### src/rtl/vit_pkg.sv
// Shared types and constants for the Viterbi decoder frame-level control path.
package vit_pkg;

   typedef enum logic [2:0] {
      IDLE,
      INIT,
      ACS,
      TB_REQ,
      TB_WAIT,
      DONE
   } vit_ctrl_state_e;

   localparam int unsigned BLOCK_LEN_DEF = 16;

   // Path-metric value loaded into every non-zero state when acs_clear pulses.
   localparam logic [7:0] PM_INIT_MAX = '1;

endpackage

### src/rtl/viterbi_frame_ctrl.sv
// Frame sequencer for the rate-1/2 Viterbi decoder: accepts symbol pairs,
// strobes ACS/survivor writes per trellis step, then runs one traceback per frame.
module viterbi_frame_ctrl
   import vit_pkg::*;
#(
   parameter  int unsigned BLOCK_LEN = BLOCK_LEN_DEF,
   localparam int unsigned ADDR_W    = $clog2(BLOCK_LEN),
   localparam int unsigned CNT_W     = $clog2(BLOCK_LEN + 1)
) (
   input  logic              clk,
   input  logic              rst_n,
   input  logic              start,
   input  logic              abort,
   input  logic              in_valid,
   output logic              in_ready,
   input  logic [1:0]        rx_pair,
   output logic [1:0]        bm_rx_pair,
   output logic              acs_clear,
   output logic              acs_en,
   output logic              sm_wr_en,
   output logic [ADDR_W-1:0] sm_wr_addr,
   output logic              tb_start,
   output logic [ADDR_W-1:0] tb_end_addr,
   input  logic              tb_done,
   output logic              busy,
   output logic              frame_done
);

   localparam logic [CNT_W-1:0] LEN_C  = CNT_W'(BLOCK_LEN);
   localparam logic [CNT_W-1:0] LAST_C = CNT_W'(BLOCK_LEN - 1);

   vit_ctrl_state_e  state;
   vit_ctrl_state_e  state_nxt;
   logic [CNT_W-1:0] step_cnt;
   logic             accept;

   // abort gates in_ready combinationally so no pair is consumed in the abort cycle.
   assign in_ready    = (state == ACS) && (step_cnt < LEN_C) && !abort;
   assign accept      = in_valid && in_ready;
   assign tb_end_addr = ADDR_W'(BLOCK_LEN - 1);

   always_comb begin
      state_nxt = state;
      unique case (state)
         IDLE:    if (start) state_nxt = INIT;
         INIT:    state_nxt = ACS;
         ACS:     if (accept && (step_cnt == LAST_C)) state_nxt = TB_REQ;
         TB_REQ:  state_nxt = TB_WAIT;
         TB_WAIT: if (tb_done) state_nxt = DONE;
         DONE:    state_nxt = IDLE;
         default: state_nxt = IDLE;
      endcase
      if (abort) state_nxt = IDLE;
   end

   always_ff @(posedge clk or negedge rst_n) begin
      if (!rst_n) begin
         state      <= IDLE;
         step_cnt   <= '0;
         bm_rx_pair <= '0;
         acs_clear  <= 1'b0;
         acs_en     <= 1'b0;
         sm_wr_en   <= 1'b0;
         sm_wr_addr <= '0;
         tb_start   <= 1'b0;
         busy       <= 1'b0;
         frame_done <= 1'b0;
      end else begin
         state      <= state_nxt;
         acs_clear  <= (state == IDLE) && (state_nxt == INIT);
         acs_en     <= accept;
         sm_wr_en   <= accept;
         // tb_start follows TB_REQ so it lands strictly after the final survivor write.
         tb_start   <= (state == TB_REQ) && !abort;
         frame_done <= (state == TB_WAIT) && (state_nxt == DONE);
         busy       <= (state_nxt != IDLE);
         if (accept) begin
            bm_rx_pair <= rx_pair;
            sm_wr_addr <= step_cnt[ADDR_W-1:0];
         end
         if (abort || (state == IDLE) || (state == INIT)) begin
            step_cnt <= '0;
         end else if (accept) begin
            step_cnt <= step_cnt + CNT_W'(1);
         end
      end
   end

endmodule
### config.mk
export PLATFORM = sky130hd
export DESIGN_NAME = viterbi_frame_ctrl
export DESIGN_NICKNAME = d
export VERILOG_FILES = /design/src/rtl/vit_pkg.sv /design/src/rtl/viterbi_frame_ctrl.sv
export SDC_FILE = /design/constraint.sdc
export NUM_CORES = 1
export LEC_CHECK = 0
export ABC_AREA = 1
export ABC_CLOCK_PERIOD_IN_PS = 3300
export CORE_UTILIZATION = 50
export DETAILED_ROUTE_END_ITERATION = 8
export PLACE_DENSITY_LB_ADDON = 0.1
export SLEW_MARGIN = 40
export SYNTH_ARGS = -nofsm -noshare
export SYNTH_HDL_FRONTEND = slang
export SYNTH_SLANG_ARGS = --single-unit
### constraint.sdc
create_clock -name clk -period 3.3 [get_ports clk]
set_input_delay 0.495 -clock clk [delete_from_list [all_inputs] [get_ports clk]]
set_output_delay 0.495 -clock clk [all_outputs]
set_load 0.05 [all_outputs]
==> flow_metrics.env <==
export IMPL_async_flop_share=1.00
export IMPL_grt_pass1_vias=592
export IMPL_synth_edf_count=0
export IMPL_core_area_um2=1730
export IMPL_ys_types=24
export IMPL_io_pins=25
export IMPL_drt_iter0_markers=20
export IMPL_ir_drop_mv=0.246
export IMPL_synth_flop_cell="dfrtp_1"
export IMPL_skew_ps=5.32
export IMPL_dpl_cell_area_um2=1110
export IMPL_r2r_start="step_cnt[0]"
export IMPL_grt_pass1_wl_um=2560
export IMPL_max_cap_violations=0
export IMPL_slowest_stage="clkdlybuf4s50_1"
export IMPL_synthTopCellsByArea="dfrtp_1, nand2_1, inv_1"
export IMPL_die_x_um=44.9
export IMPL_dpl_cell_count=142
export IMPL_critPathMaxStageDelay_ps=850
export IMPL_arrival_ps=2180
export IMPL_cts_setup_buffers=0
export IMPL_path_buf_inv=2
export IMPL_place_ws_ps=638
export IMPL_post_synth_cell_area_avg_um2=9.21
export IMPL_cts_htree_levels=1
export IMPL_critPathMaxFanout=5
export IMPL_cts_tree="built"
export IMPL_setup_violations=0
export IMPL_postLayoutCoreUtil=0.658
export IMPL_seq_area_frac_synth=0.516
export IMPL_insertion_delay_ps=290
export IMPL_wirelength_um=1490
export IMPL_clk_path_buf_depth=2
export IMPL_num_vias=682
export IMPL_drt_pre_antenna_iters=4
export IMPL_antennaDiodeCount=0
export IMPL_io_buffers=20
export IMPL_worst_hold_path_type="input port to async pin"
export IMPL_grt_max_degree=20
export IMPL_cts_root_buf="clkbuf_4"
export IMPL_drcViolationCount=0
export IMPL_cts_resized=0
export IMPL_startpoint="abort"
export IMPL_syn_inst=100
export IMPL_cts_sinks=19
export IMPL_rsz0062_at_grt="no"
export IMPL_synth_commonest_cells="nand2_1, dfrtp_1, inv_1, nand3_1, nor2_1"
export IMPL_cp_end_kind="primary output"
export IMPL_wl_per_cell_um=10.2
export IMPL_setup_slack_ps=627
export IMPL_final_area_um2=1140
export IMPL_holdWs_ps=115
export IMPL_crit_chain="clkdlybuf4s50_1, nor4_1, clkdlybuf4s50_1"
export IMPL_final_antenna_net_count=0
export IMPL_start_util=0.533
export IMPL_synth_most_common_cell="nand2_1"
export IMPL_criticalPathCategory="input port to primary output"
export IMPL_dp_hpwl_um=1150
export IMPL_period_needed_ps=2670
export IMPL_power_density_nw_per_um2=438
export IMPL_yosys_warnings=0
export IMPL_grt_usage=0.183
export IMPL_synth_top_area_cell="dfrtp_1"
export IMPL_die_area_um2=2020
export IMPL_antenna_found_initial=0
export IMPL_path_delay_family="buffers and inverters"
export IMPL_area_growth_pct=23.4
export IMPL_clk_pin_slew_ps=100
export IMPL_finalSetupTns_ps=0
export IMPL_hold_buffers=0
export IMPL_start_kind="input port"
export IMPL_drive_gt1_frac=0.149
export IMPL_total_power_uw=498
export IMPL_vias_per_cell=4.67
export IMPL_max_freq_mhz=374
export IMPL_outcome="complete, no violations"
export IMPL_globalRouteOverflowTotal=0
export IMPL_final_cells=146
export IMPL_slew_violations=0
export IMPL_fin_crit_sh=0.810
export IMPL_report_final_hold_viol_count=0
export IMPL_netlist_area_um2=921
export IMPL_p_leak_nw=0.558
export IMPL_ys_seq_elements=19
export IMPL_cpMostUsedCell="clkdlybuf4s50_1"
export IMPL_synth_top_area_frac=0.516
export IMPL_row_count=15
export IMPL_place_congestion=0.885
export IMPL_cts_inserted_buffers=3
export IMPL_worstPathRequired_ps=2800
export IMPL_die_height_um=44.9
export IMPL_finalNetCount=132
==> final timing paths <==
| check | endpoint | depth (start not counted) | slack (ps) |
|---|---|---|---|
| worst max-delay path | in_ready | 3 | 630 |
| worst min-delay path | bm_rx_pair[0] | 1 | 110 |
| worst max register to register | state[0] | 8 | 1910 |
| worst min register to register | sm_wr_addr[2] | 2 | 490 |
| max in group asynchronous | state[1] | 1 | 2900 |
| min in group clk | sm_wr_addr[2] | 2 | 490 |
==> kinds of logic (layout without fill, tap and decap cells) <==
logic type / Yosys count / count (layout) / share of synthesized area
AOI/OAI and AO/OA: 8 / 8 / 0.0720
buffers and inverters: 19 / 37 / 0.107
adders and majority gates: 2 / 2 / 0.0272
and+or+nand+nor: 51 / 51 / 0.273
DFF: 19 / 19 / 0.516
other: 1 / 4 / 0.00407
==> worst register-to-register path, cell delays in order, from the launching register on <==
cell     delay, ps
dfrtp_1        430
ha_1           230
nand2_1         90
nor2_1          50
ha_1           170
nand4_1        110
nand2_1         60
nand2_1        100
inv_1           50
==> metal layers <==
metal | part of all wire | global-route usage | routed length, µm | up-vias
met5 | 0 | 0 | 0 | -
met4 | 0.019 | 0.0970 | 28 | 0
met3 | 0.055 | 0.0480 | 82 | 4
met2 | 0.43 | 0.265 | 646 | 26
met1 | 0.49 | 0.251 | 736 | 299
li1 | - | - | - | 353
==> flip-flops by register name, summed over array words and instances (netlist names) <==
name and flops:
bm_rx_pair 2, sm_wr_addr 4, tb_start 1, frame_done 1, state 3, acs_clear 1
sm_wr_en 1, busy 1, step_cnt 5
==> placed cells by master (no fill, tap or decap), types with 2 or more instances in the layout <==
cell	count
nor2_1	6
nand2_1	25
nand2_2	2
nand4_1	4
nor2_2	3
ha_1	2
o21ai_1	2
o21ai_2	3
dfrtp_1	19
nand3_1	6
conb_1	4
clkbuf_4	3
inv_1	11
clkdlybuf4s50_1	19
==> final cells by class <==
cell class,count,area (µm²)
Fill cell,162,591
Sequential cell,19,475
Multi-Input combinational cell,65,358
Timing Repair Buffer,20,195
Inverter,13,50.0
Tap cell,25,31.3
Clock buffer,4,26.3
==> report_power, final <==
part           leakage [nW]  internal, mW  switching, mW
Sequential            0.260         0.246        0.00878
Combinational         0.283        0.0395         0.0881
Clock                0.0150        0.0470         0.0681
Note: power is estimated with default switching activity, not from simulation.
